<file path="config.mk">
export PLATFORM = sky130hd
export DESIGN_NAME = seq_divider
export DESIGN_NICKNAME = d
export VERILOG_FILES = /design/src/rtl/seq_divider.sv
export SDC_FILE = /design/constraint.sdc
export NUM_CORES = 1
export LEC_CHECK = 0
export BUFFER_PORTS_ARGS = -buffer_cell sky130_fd_sc_hd__clkbuf_2
export CORE_ASPECT_RATIO = 0.75
export CORE_MARGIN = 3
export CORE_UTILIZATION = 42
export DETAILED_ROUTE_END_ITERATION = 10
export PLACE_DENSITY_LB_ADDON = 0.1
export SKIP_CTS_REPAIR_TIMING = 1
export SYNTH_ARGS = -nofsm -noshare
export SYNTH_HDL_FRONTEND = slang
export SYNTH_SLANG_ARGS = --single-unit
</file>
<file path="constraint.sdc">
create_clock -name clk -period 6.42 [get_ports clk]
set_input_delay 1.284 -clock clk [delete_from_list [all_inputs] [get_ports clk]]
set_output_delay 1.284 -clock clk [all_outputs]
set_load 0.02 [all_outputs]
</file>
<file path="src/rtl/seq_divider.sv">
// seq_divider: iterative restoring divider, one quotient bit per clock,
// unsigned or two's-complement, with divide-by-zero and signed-overflow flags.
module seq_divider #(
    parameter int N = 8
) (
    input  logic         clk,
    input  logic         reset,
    input  logic         start,
    input  logic         signed_en,
    input  logic [N-1:0] dividend,
    input  logic [N-1:0] divisor,
    output logic [N-1:0] quotient,
    output logic [N-1:0] remainder,
    output logic         busy,
    output logic         done,
    output logic         dz,
    output logic         ovf
);
    localparam int CW = $clog2(N);
    typedef enum logic [1:0] {IDLE, CALC, FIX, DONE} state_t;
    state_t state;
    logic [CW-1:0] cnt;
    logic [N-1:0] a, b, dividend_mag, divisor_mag;
    logic [N:0] r, r_sh, t;
    logic q_neg, r_neg, ovf_p;
    assign dividend_mag = (signed_en && dividend[N-1]) ? -dividend : dividend;
    assign divisor_mag = (signed_en && divisor[N-1]) ? -divisor : divisor;
    // a shifts dividend bits out of the top while quotient bits enter at the bottom
    assign r_sh = {r[N-1:0], a[N-1]};
    assign t = r_sh - {1'b0, b};
    always_ff @(posedge clk) begin
        if (reset) begin
            state     <= IDLE;
            cnt       <= '0;
            a         <= '0;
            b         <= '0;
            r         <= '0;
            q_neg     <= 1'b0;
            r_neg     <= 1'b0;
            ovf_p     <= 1'b0;
            quotient  <= '0;
            remainder <= '0;
            busy      <= 1'b0;
            done      <= 1'b0;
            dz        <= 1'b0;
            ovf       <= 1'b0;
        end else begin
            done <= 1'b0;
            case (state)
                IDLE: if (start) begin
                    ovf <= 1'b0;
                    if (divisor == '0) begin
                        state     <= DONE;
                        quotient  <= '1;
                        remainder <= dividend;
                        dz        <= 1'b1;
                        done      <= 1'b1;
                    end else begin
                        state     <= CALC;
                        busy      <= 1'b1;
                        cnt       <= '0;
                        a         <= dividend_mag;
                        b         <= divisor_mag;
                        r         <= '0;
                        q_neg     <= signed_en && (dividend[N-1] ^ divisor[N-1]);
                        r_neg     <= signed_en && dividend[N-1];
                        ovf_p     <= signed_en && dividend == {1'b1, {(N-1){1'b0}}} && divisor == '1;
                        quotient  <= '0;
                        remainder <= '0;
                        dz        <= 1'b0;
                    end
                end
                CALC: begin
                    a   <= {a[N-2:0], ~t[N]};
                    r   <= t[N] ? r_sh : t;
                    cnt <= cnt + CW'(1);
                    if (cnt == CW'(N - 1)) state <= FIX;
                end
                FIX: begin
                    quotient  <= q_neg ? -a : a;
                    remainder <= r_neg ? -r[N-1:0] : r[N-1:0];
                    ovf       <= ovf_p;
                    busy      <= 1'b0;
                    done      <= 1'b1;
                    state     <= DONE;
                end
                default: state <= IDLE;
            endcase
        end
    end
endmodule

</file>
# ---- After elaboration in Yosys (flattened, before gate mapping)
# Index checks and enable logic that the tools add are counted.
dict set report totals {
  register_bits 52
  latchBits 0
  mem_bits_rw 0
  mem_bits_ro 0
  output_inout_bits 20
  elab_cells 78
  n_memories 0
}
dict set report op_classes {
  addsub 6
  multipliers 0
  n_div 0
  n_lt_le_gt_ge 0
  n_eq_ne 8
  n_shift 0
  muxes 32
  bitwise 3
  n_reduce_logical 15
}
# cell count
set op_table {}
lappend op_table {{$mux W8} 13}
lappend op_table {{$pmux W8 S2} 4}
lappend op_table {{$neg A8 Y8} 4}
lappend op_table {{$eq A8 B8 Y1 const B} 2}
lappend op_table {{$reduce_and A3 Y1} 3}
lappend op_table {{$sub A9 B8 Y9} 1}
lappend op_table {{$logic_not A8 Y1} 1}
lappend op_table {{$mux W2} 3}
lappend op_table {{$mux W3} 2}
lappend op_table {{$ne A2 B2 Y1 const B} 3}
lappend op_table {{$pmux W1 S2} 3}
lappend op_table {{$pmux W2 S3} 1}
lappend op_table {{$pmux W3 S2} 1}
lappend op_table {{$reduce_and A2 Y1} 3}
lappend op_table {{$logic_and A1 B1 Y1} 5}
lappend op_table {{$mux W1} 5}
lappend op_table {{$reduce_bool A2 Y1} 2}
lappend op_table {{$add A3 B1 Y3 const B} 1}
lappend op_table {{$eq A3 B3 Y1 const B} 1}
lappend op_table {{$eq A2 B1 Y1 const B} 1}
lappend op_table {{$eq A2 B2 Y1 const B} 1}
lappend op_table {{$logic_not A2 Y1} 1}
lappend op_table {{$not A1 Y1} 2}
lappend op_table {{$xor A1 B1 Y1} 1}

# ---- Logic depth before layout (Yosys ltp)
dict set report depth {
  ltp_word 5
  mapped_depth 9
  mapped_depth_nobuf 9
}

# ---- Worst setup path before layout
# OpenSTA, ideal clock, no wires.
dict set report synth_timing {
  path_type {input-to-reg}
  startpoint {input divisor[0]}
  endpoint {register r[7]}
  arrival_time_ns 2.725
  slack_ns 3.616
  cell_stages 8
  n_path_buf 0
  path_cell_list {inv_1 ha_1 nor2b_1 nand3_1 nand2_1 a211o_1 or3b_2 o211ai_1}
}
dict set report synth_via {
  elab_chain_cells 3
}
# element line_no
set synth_lines {}
lappend synth_lines {{start: declaration} 11} ;# input logic [N-1:0] divisor,
lappend synth_lines {{$logic_not A8 Y1} 52} ;# if (divisor == '0) begin
lappend synth_lines {{$ne A2 B2 Y1 (no source line)} n/a}
lappend synth_lines {{$reduce_and A3 Y1 (no source line)} n/a}
lappend synth_lines {{end signal: assignment} 75} ;# r <= t[N] ? r_sh : t;
lappend synth_lines {{end: declaration} 24} ;# logic [N:0] r, r_sh, t;
# No other way between the ends.
# A chain may end at the register's enable or synchronous reset.

# ---- Worst setup path after layout
dict set report layout_timing {
  startpoint {input dividend[0]}
  endpoint {register ovf_p}
}
dict set report layout_via {
  elab_chain_cells 3
}
# element line_no
set layout_lines {}
lappend layout_lines {{start: declaration} 10} ;# input logic [N-1:0] dividend,
lappend layout_lines {{$eq A8 B8 Y1} 67} ;# ovf_p <= signed_en && dividend == {1'b1, {(N-1){1'b0}}} && divisor == '1;
lappend layout_lines {{$logic_and A1 B1 Y1 (2 in a row)} 67}
lappend layout_lines {{end signal: assignment} 40} ;# ovf_p <= 1'b0;
lappend layout_lines {{end signal: assignment} 67}
lappend layout_lines {{end: declaration} 25} ;# logic q_neg, r_neg, ovf_p;
# No other way between the ends.

==> flow_summary.ini <==
[clock_network]
clock_insertion_delay_worst_skew_ns = 0.31
cts_max_level = 2
cts-root-to-sink-buffers = 2
worst_path_clk_slew_ns = 0.09
clock_tree_from_tritoncts = yes
tritoncts_num_sinks = 52
cts_buffers = 5
cts-root-buf = sky130_fd_sc_hd__clkbuf_8

[pwr]
static-leakage-power_uw = 0.001401
internal-power_uw = 655.2
peakVddDrop_uv = 126.6
power.switching_uw = 411.0
power_switching_share_pct = 38.55
power.sequential.fraction_pct = 38.1
power.clock.fraction_pct = 21.2
cellPowerDensity_mw_per_mm2 = 301.3
comb_power_share_pct = 40.7

[critical_path]
rrSetupSlack_ns = 3.65
crit-reg2reg-launch = a[7]
critPathMaxFanout = 4
worstPathArrival_ns = 3.19
worstSetupEndpointType = flip-flop
worstSetupPathType = in -> reg
worstReg2RegEnd = r[0]
cp-start-kind = input pin
critical_path.cell_chain = clkbuf_2, inv_1, ha_1, nor3b_1, nand4_1, or4_1, nor4_1, a21oi_1, nor2_1
crit_slowest_cell = sky130_fd_sc_hd__nor3b_1
timing.critical_path.slowest_cell_delay_ns = 0.55
critical_path_required_ns = 6.67
worstRegToRegCells = 9

[synthesis]
post_synth_arst_share_pct = 0
predominant_post_synthesis_flop_cell = sky130_fd_sc_hd__dfxtp_1
synth_area_in_xor_xnor_pct = 7.205
synth-warning-count = 0
synth.area.top_cells = sky130_fd_sc_hd__dfxtp_1 33%, sky130_fd_sc_hd__ha_1 7.5%, sky130_fd_sc_hd__nand2_1 5.7%, sky130_fd_sc_hd__nor2_1 5.2%, sky130_fd_sc_hd__xnor2_1 5.0%
synth_top_area_share_pct = 32.94
synth_area_mm2 = 0.003161
syn_nets = 437
syn-instance-count = 397
synth-seq-area-share_pct = 32.94
total_of_flip_flops_plus_latches_after_synthesis = 52
yosys.cell_count.top_type = sky130_fd_sc_hd__dfxtp_1
share_of_cell_area_taken_by_muxes_after_synthesis_pct = 3.167
synth_compound_area_share_pct = 22.68
synth-simple-area-share_pct = 21.26
yosysUniqueCellTypes = 54
netlist.top_cell.by_area = sky130_fd_sc_hd__dfxtp_1
synth_top_family_by_area = compound AO/OA/AOI/OAI gates
commonest_cells_in_the_netlist = 52 x sky130_fd_sc_hd__dfxtp_1, 48 x sky130_fd_sc_hd__nand2_1, 44 x sky130_fd_sc_hd__nor2_1
synth_fa_ha_area_share_pct = 8.155
synth_edf_count = 0
syn_area_per_cell_um2 = 7.961

[hold_path]
worstHoldEndpoint = cnt[1]
hold_depth = 2
hold_start = cnt[1]
worst_min_delay_path_category = reg -> reg

[grt]
grt_overflow_total = 0
grt_max_degree = 48
aggregate_global_route_resource_usage_pct = 19.30
grt_pass1_vias = 2669
antenna_found_initial = 0
grt_first_pass_wirelength_mm = 13.41

[job]
max-cap-violations = 0

[drt]
detail_route.wirelength_mm = 7.860
initialDrtViolationCount = 151
detail_route.vias_per_cell = 5.410
drt_pass1_iterations = 4
remaining_design_rule_violation_count = 0
wire_per_inst_um = 14.91
dr_total_vias = 2851
final_antenna_net_count = 0

[die]
vertical_extent_of_the_die_um = 81.13
die_area_mm2 = 0.008613
die_x_um = 106.2
rows = 26
core_region_area_mm2 = 0.007059
starting_density_of_the_core_pct = 44.77
ioPinCount = 40

[finish]
areaGrowthSynthToFinish_pct = 11.96
antenna_cells_inserted = 0
nets = 468
layout.filler_cells = 710
post_route_cells_drive_above_1_share_pct = 14.45

[timing]
number_of_max_slew_violations_in_the_final_report = 0
min_period_ns = 2.943
final_critical_path_setup_slack_ns = 3.477
final-hold-violation-count = 0
grt_setup_unrepaired = false
timing_limited_maximum_frequency_mhz = 339.8
maxSlewHeadroom_pct = 25.35
final.setup_skew_ns = 0.009675
setup-tns-final_ns = 0
report.final.setup_viol = 0
final.period_utilization_pct = 45.84
tightestPinTransition_ns = 1.112

[placement]
port-buffer-count = 39
gp_congestion = 0.8610
post-place-ws_ns = 3.187
post_detail_place_hpwl_mm = 6.024

[outcome]
run_status = complete, no violations
worst max path at each step:
stage / slack [ns] / startpoint / end
final: 3.48 / dividend[0] / ovf_p
after floorplan: 3.62 / divisor[0] / r[7]
after detailed placement: 3.19 / divisor[0] / r[7]
after CTS: 3.50 / dividend[0] / ovf_p
after global placement: 3.23 / divisor[0] / r[7]
after global routing: 3.22 / dividend[0] / ovf_p
worst max-delay path, delay by kind of cell:
family          cells  cell delay (ns)
compound gates      1             0.06
buf+inv             2             0.20
simple gates        5             1.48
fa+ha+maj           1             0.16
cells by family after synthesis:
group,after synthesis
AO/OA/AOI/OAI,108
XOR/XNOR,26
adder cells (fa/ha/maj),20
buffers and inverters,38
flip-flops,52
multiplexers,9
AND/OR/NAND/NOR,144
cells in the final DEF, fill, tap and decap left out, types with 16 or more instances in the layout:
cell type,n
sky130_fd_sc_hd__nor2_1,44
sky130_fd_sc_hd__xnor2_1,18
sky130_fd_sc_hd__nand2_1,48
sky130_fd_sc_hd__a21oi_1,30
sky130_fd_sc_hd__clkbuf_2,39
sky130_fd_sc_hd__inv_1,19
sky130_fd_sc_hd__dfxtp_1,52
sky130_fd_sc_hd__nor3_1,16
sky130_fd_sc_hd__ha_1,19
routing by layer:
metal / up-vias / part of all wire [%] / track usage, %
li1: 1476 / - / -
met1: 1300 / 53 / 30.21
met2: 68 / 39 / 27.24
met3: 7 / 7.3 / 3.415
met4: 0 / 0.87 / 4.010
met5: - / 0 / 0
final cells by class:
type                    instances  area [um2]  share of cell area, %
flip-flops and latches         52        1041                  29.42
inverters                      20       75.07                  2.122
clock buffers                   6       72.57                  2.051
well taps                      98       122.6                  3.465
multi-input cells             307        1974                  55.80
repair buffers                 42       217.7                  6.153
clock inverters                 2       35.03                 0.9901
power by group through the flow:
| stage | clock [uW] | sequential [uW] | combinational, uW |
|---|---|---|---|
| 2_1_floorplan | 0 | 423 | 314 |
| 3_3_place_gp | 0 | 411 | 431 |
| 3_5_place_dp | 0 | 413 | 434 |
| 4_1_cts | 234 | 406 | 436 |
| 5_1_grt | 246 | 413 | 486 |
| 6_report | 226 | 406 | 434 |
through the flow:
step | utilization, % | power [uW] | hold slack (ns) | std cells | cell area (um2)
5_1_grt | 50.12 | 1145 | 0.4873 | 527 | 3538
6_report | 50.12 | 1066 | 0.4650 | 527 | 3538
4_1_cts | 50.12 | 1076 | 0.4684 | 527 | 3538
3_5_place_dp | 48.60 | 847.1 | 0.4525 | 519 | 3431
3_3_place_gp | 48.60 | 842.0 | 0.4431 | 519 | 3431
2_1_floorplan | - | 736.9 | 0.4356 | 397 | 3161
state kept, by name, summed over array words and instances, names as in the netlist:
register and cells:
a 8, b 8, quotient 8, r 8, remainder 8, cnt 3, state 2, busy 1
done 1, dz 1, ovf 1, ovf_p 1, q_neg 1, r_neg 1
Note: power is estimated with default switching activity, not from simulation.
